## config.mk

```make
export PLATFORM = sky130hd
export DESIGN_NAME = prog_freq_divider
export DESIGN_NICKNAME = d
export VERILOG_FILES = /design/src/rtl/prog_freq_divider_pkg.sv /design/src/rtl/prog_freq_divider.sv
export SDC_FILE = /design/constraint.sdc
export NUM_CORES = 1
export LEC_CHECK = 0
export ABC_AREA = 1
export CAP_MARGIN = 25
export CELL_PAD_IN_SITES_DETAIL_PLACEMENT = 1
export CELL_PAD_IN_SITES_GLOBAL_PLACEMENT = 1
export CORE_MARGIN = 2
export CORE_UTILIZATION = 39
export CTS_BUF_LIST = sky130_fd_sc_hd__clkbuf_4 sky130_fd_sc_hd__clkbuf_8
export DETAILED_ROUTE_END_ITERATION = 16
export GPL_TIMING_DRIVEN = 1
export PLACE_DENSITY_LB_ADDON = 0.2
export SLEW_MARGIN = 20
export SYNTH_ARGS = -nofsm -noshare
export SYNTH_HDL_FRONTEND = slang
export SYNTH_SLANG_ARGS = --single-unit
```

## constraint.sdc

```tcl
create_clock -name clk -period 2.17 [get_ports clk]
set_input_delay 0.217 -clock clk [delete_from_list [all_inputs] [get_ports clk]]
set_output_delay 0.217 -clock clk [all_outputs]
set_load 0.005 [all_outputs]
```

## src/rtl/prog_freq_divider_pkg.sv

```systemverilog
// ---------------------------------------------------------------------------
// prog_freq_divider_pkg
// Shared definitions for the programmable frequency divider:
//   - state_t : FSM state encoding (IDLE / LOW / HIGH, 2 bits)
//   - MIN_DIV : smallest legal divisor
//   - lo_len  : length of the low phase for divisor n (ceil(n/2))
// ---------------------------------------------------------------------------
package prog_freq_divider_pkg;

  typedef enum logic [1:0] {
    IDLE = 2'd0,
    LOW  = 2'd1,
    HIGH = 2'd2
  } state_t;

  localparam int MIN_DIV = 2;

  // The low phase takes the odd cycle, so odd divisors run slightly low-heavy.
  function automatic int unsigned lo_len(input int unsigned n);
    return n - (n / 2);
  endfunction

endpackage

```

## src/rtl/prog_freq_divider.sv

```systemverilog
// ---------------------------------------------------------------------------
// prog_freq_divider
// Runtime-programmable divider. Produces a registered clk_out whose period is
// exactly cur_div input cycles (low ceil(N/2), high floor(N/2)), plus a
// one-cycle tick coincident with every clk_out rising edge for use as a
// clock enable on clk.
//
// Ports:
//   clk      in   system clock, rising edge
//   rst_n    in   synchronous active-low reset
//   en       in   run request, sampled in IDLE and at period end only
//   load     in   one-cycle strobe capturing div_val
//   div_val  in   requested divisor N (WIDTH bits, legal 2..2^WIDTH-1)
//   clk_out  out  divided output, registered
//   tick     out  one-cycle pulse with each clk_out rise
//   busy     out  high while a period is in progress
//   div_err  out  one-cycle pulse after a load with div_val < 2
// ---------------------------------------------------------------------------
module prog_freq_divider
  import prog_freq_divider_pkg::*;
#(
  parameter int WIDTH       = 8,
  parameter int DEFAULT_DIV = 4
) (
  input  logic             clk,
  input  logic             rst_n,
  input  logic             en,
  input  logic             load,
  input  logic [WIDTH-1:0] div_val,
  output logic             clk_out,
  output logic             tick,
  output logic             busy,
  output logic             div_err
);

  localparam logic [WIDTH-1:0] MIN_DIV_W = WIDTH'(MIN_DIV);
  localparam logic [WIDTH-1:0] ONE       = WIDTH'(1);

  state_t           state, state_nxt;
  logic [WIDTH-1:0] cnt, cnt_nxt;
  logic [WIDTH-1:0] cur_div, cur_div_nxt;
  logic [WIDTH-1:0] pend_div, pend_div_nxt;
  logic             pend_valid, pend_valid_nxt;
  logic             clk_out_nxt, tick_nxt, div_err_nxt;

  logic [WIDTH-1:0] lo_last, hi_last;
  logic             load_ok;

  // Terminal counts of each phase. cur_div only changes at a period boundary
  // or in IDLE, so these are stable for the whole period in progress.
  assign lo_last = WIDTH'(lo_len(32'(cur_div)) - 32'd1);
  assign hi_last = (cur_div >> 1) - ONE;
  assign load_ok = load && (div_val >= MIN_DIV_W);

  assign busy = (state != IDLE);

  // NOTE: every signal assigned here gets a default first, so no path can
  // leave one unassigned and infer a latch.
  always_comb begin
    state_nxt      = state;
    cnt_nxt        = cnt;
    cur_div_nxt    = cur_div;
    pend_div_nxt   = pend_div;
    pend_valid_nxt = pend_valid;
    clk_out_nxt    = clk_out;
    tick_nxt       = 1'b0;
    div_err_nxt    = load && !load_ok;

    case (state)
      IDLE: begin
        clk_out_nxt = 1'b0;
        cnt_nxt     = '0;
        // A divisor pended during the last period takes effect before the
        // next one starts; a fresh load in this same cycle is newer and wins.
        if (pend_valid) begin
          cur_div_nxt    = pend_div;
          pend_valid_nxt = 1'b0;
        end
        if (load_ok) begin
          cur_div_nxt    = div_val;
          pend_valid_nxt = 1'b0;
        end
        if (en) state_nxt = LOW;
      end

      LOW: begin
        if (cnt == lo_last) begin
          state_nxt   = HIGH;
          cnt_nxt     = '0;
          clk_out_nxt = 1'b1;
          tick_nxt    = 1'b1;
        end else begin
          cnt_nxt = cnt + ONE;
        end
      end

      HIGH: begin
        if (cnt == hi_last) begin
          // Period end: the only running point where the ratio may change
          // or the divider may stop, so clk_out never produces a runt.
          if (pend_valid) begin
            cur_div_nxt    = pend_div;
            pend_valid_nxt = 1'b0;
          end
          cnt_nxt     = '0;
          clk_out_nxt = 1'b0;
          state_nxt   = en ? LOW : IDLE;
        end else begin
          cnt_nxt = cnt + ONE;
        end
      end

      default: begin
        state_nxt   = IDLE;
        cnt_nxt     = '0;
        clk_out_nxt = 1'b0;
      end
    endcase

    // While running, a good load is only shadowed. Placed last so a load on
    // the period-end edge is kept for the following period end.
    if (load_ok && (state != IDLE)) begin
      pend_div_nxt   = div_val;
      pend_valid_nxt = 1'b1;
    end
  end

  // NOTE: sequential state uses non-blocking assignments only, so every
  // register samples the values from before this edge.
  always_ff @(posedge clk) begin
    if (!rst_n) begin
      state      <= IDLE;
      cnt        <= '0;
      cur_div    <= WIDTH'(DEFAULT_DIV);
      // NOTE: pend_div is a plain data register gated by pend_valid; it is
      // reset anyway so the design never carries X into simulation.
      pend_div   <= WIDTH'(DEFAULT_DIV);
      pend_valid <= 1'b0;
      clk_out    <= 1'b0;
      tick       <= 1'b0;
      div_err    <= 1'b0;
    end else begin
      state      <= state_nxt;
      cnt        <= cnt_nxt;
      cur_div    <= cur_div_nxt;
      pend_div   <= pend_div_nxt;
      pend_valid <= pend_valid_nxt;
      clk_out    <= clk_out_nxt;
      tick       <= tick_nxt;
      div_err    <= div_err_nxt;
    end
  end

endmodule

```

==> results.json <==
{
  "status": "finished, final reports clean",
  "grt_max_degree": 23,
  "p_sw_share_pct": 48.6,
  "cp-start-kind": "register",
  "ff2ff_setup_slack_ns": 0.07,
  "clock-root-buffer": "clkbuf_8",
  "clockBufferDepth": 2,
  "fin_tns_setup_ns": 0,
  "area_growth_pct": 27.8,
  "slowest_delay_ns": 0.53,
  "diodes": 0,
  "p_leak_nw": 1.27,
  "grt_pass1_vias": 2262,
  "synth_edf_count": 0,
  "tritoncts": "built",
  "p_seq_share_pct": 20.2,
  "cp_common_cell": "nor2_2",
  "final.min_clock_period_ns": 2.10,
  "routed_wl_mm": 6.41,
  "pwr-share-comb_pct": 67.5,
  "worst_slack_ns": 0.0680,
  "place_inst": 441,
  "die_area_mm2": 0.00634,
  "maxSlewViolCount": 0,
  "synth.avg_cell_area_um2": 6.49,
  "final_nets": 413,
  "drtIter0Drc": 57,
  "die_h_um": 79.7,
  "syn_inst": 344,
  "crit_buf_inv": 2,
  "drt-vias-per-instance": 4.94,
  "busiest_layer": "met2",
  "critical_path_arrival_ns": 2.29,
  "cts.htree.levels": 2,
  "ir_worst_vdd_mv": 0.697,
  "coreArea_mm2": 0.00551,
  "drive_gt1_share_pct": 19.4,
  "ctsHoldBuffers": 0,
  "ys_seq_area_share_pct": 26.9,
  "pin_count": 16,
  "worst-path-max-fanout": 8,
  "register_area_um2": 603,
  "post_drt_wl_per_cell_um": 14.2,
  "hold_path.class": "reg -> reg",
  "synthDistinctLibCells": 31,
  "use_met2_pct": 36.1,
  "yosys.area.top_type": "dfxtp_1",
  "power-per-cell-area_mw_per_mm2": 1370,
  "maxSlewHeadroom_pct": 60.3,
  "clk_pin_slew_ns": 0.07,
  "cp_cell_sequence": "inv_2, ha_4, fa_2, inv_1, nand2_1, nand4_1, nor2_2, nand2_1, nor2_2, nand2_2, nand2_4, nand2_4, nand3_4, nor2_2",
  "p_clk_share_pct": 12.3,
  "fin_crit_sh_pct": 96.9,
  "setup_violations": 0,
  "critPathTopFamily": "simple AND/OR/NAND/NOR gates",
  "ys_top_cells_by_area": "dfxtp_1 (27%), nand2_1 (17%), ha_1 (11%)",
  "track_usage_pct": 21.0,
  "grt_pass1_wl_mm": 10.3,
  "grt_antenna_before_repair": 0,
  "grt_setup_unrepaired": "true",
  "path_class": "reg -> reg",
  "vias": 2237,
  "firstDrtPassIters": 4,
  "synth-async-reset-ratio_pct": 0,
  "use_met3_pct": 3.39,
  "die_w_um": 79.7,
  "critPathRequiredTime_ns": 2.35,
  "synth_top_cell_area_share_pct": 26.9,
  "synth_seq_cells": 30,
  "max_cap_violations": 0,
  "hold-worst-slack_ns": 0.465,
  "final_util_pct": 51.8,
  "ys.flop_type": "dfxtp_1",
  "rows": 27,
  "cts.sinks": 30,
  "drc": 0,
  "hpwl_mm": 5.00,
  "ant_nets": 0,
  "netlist_area_mm2": 0.00223,
  "max_freq_mhz": 476,
  "intPower_mw": 2.01,
  "power.switching_mw": 1.90,
  "worst_slew_pin_slew_ns": 0.594,
  "synth_nets": 377,
  "cts_made_buffers": 5,
  "hold_violations": 0,
  "yosysWarnings": 0,
  "multi_input_area_mm2": 0.00159,
  "fin_skew_ns": 0.00651,
  "fillers": 724,
  "slowest_stage": "fa_2",
  "grtUsageMet1_pct": 26.1,
  "overflow": 0,
  "stdcell_count": 453,
  "critPathCaptureType": "register",
  "pre_cts_ws_ns": -0.0366,
  "numPortBuffers": 15,
  "clkLatencyLatePin_ns": 0.29,
  "start_util_pct": 40.5,
  "routabilityCongestion": 0.804
}
[worst reg2reg max path: cells and delay by family (launching register included)]
kind | cells | cell delay (ns)
buf+inv | 2 | 0.09
flops | 1 | 0.33
simple gates | 10 | 0.91
fa+ha+maj | 2 | 0.68
[cells in the mapped netlist (2+ instances only)]
library cell / instances
a21oi_1: 18
buf_4: 2
clkbuf_1: 3
dfxtp_1: 30
ha_1: 20
inv_1: 44
inv_2: 2
mux2i_1: 2
nand2_1: 99
nand2_2: 2
nand3_1: 20
nand3_2: 2
nand4_1: 4
nor2_1: 41
nor3_1: 5
o211ai_1: 2
o21ai_0: 23
xnor2_1: 7
xor2_1: 6
[through the flow]
step / total power, mW / area [µm²]
5_1_grt: 4.31 / 2850
3_3_place_gp: 2.94 / 2550
4_1_cts: 3.60 / 2680
6_report: 3.92 / 2850
2_1_floorplan: 2.39 / 2230
3_5_place_dp: 3.02 / 2550
[layout make-up]
type                    count  area share, %
clock buffers               6           2.89
clock inverters             2          0.439
inverters                  46           6.05
multi-input cells         262           55.8
flip-flops and latches     30           21.1
well taps                  72           3.16
repair buffers             35           10.5
[repair_timing]
item | in CTS | in global routing
setup endpoints to repair | 14 | 20
pin swaps | 7 | 10
cloned | 0 | 1
gates resized for setup | 12 | 33
buffers inserted | 0 | 3
[flip-flops by register name (all words and copies together), names as in the netlist]
register / flops
clk_out: 1
tick: 1
state: 2
cur_div: 8
cnt: 8
pend_valid: 1
div_err: 1
pend_div: 8
[power groups by stage]
stage	registers [mW]	logic [mW]	clock network, mW
after floorplan	0.790	1.60	0
after global placement	0.792	2.15	0
after detailed placement	0.795	2.22	0
after CTS	0.790	2.32	0.491
after global routing	0.814	2.98	0.512
final	0.792	2.65	0.480
[kinds of logic after synthesis]
group,count (synthesis),share of synthesized area (%)
buffers and inverters,53,10.0
XOR/XNOR,13,5.10
adder cells (fa/ha/maj),21,12.1
flip-flops,30,26.9
AO/OA/AOI/OAI,48,11.9
multiplexers,2,0.897
AND/OR/NAND/NOR,177,33.1
[final timing paths]
| path | from | endpoint | depth (start not counted) |
|---|---|---|---|
| setup / recovery | cur_div[1] | cnt[1] | 14 |
| hold / removal | pend_div[2] | pend_div[2] | 2 |
| hold reg to reg | pend_div[2] | pend_div[2] | 2 |
| setup reg to reg | cur_div[1] | cnt[1] | 14 |
[metal layers]
layer | wire [µm] | vias up
met3 | 195 | 8
met4 | 109 | 0
met1 | 2930 | 1045
met5 | 0 | -
li1 | - | 1157
met2 | 3180 | 27
[cell usage in the layout, fill, tap and decap left out, types with 2 or more instances in the layout]
master and n:
a21oi_1 15, a21oi_2 3, buf_4 20, clkbuf_8 6
clkdlybuf4s50_1 15, dfxtp_1 28, dfxtp_2 2, ha_1 15
ha_4 5, inv_1 42, inv_2 4, mux2i_1 2
nand2_1 91, nand2_2 8, nand2_4 4, nand3_1 20
nand3_4 2, nand4_1 4, nor2_1 29, nor2_2 11
nor2_4 2, nor3_1 5, o211ai_1 2, o21ai_0 22
o21ai_2 2, xnor2_1 7, xor2_1 6
No activity file was read; power rests on OpenSTA's default activity.
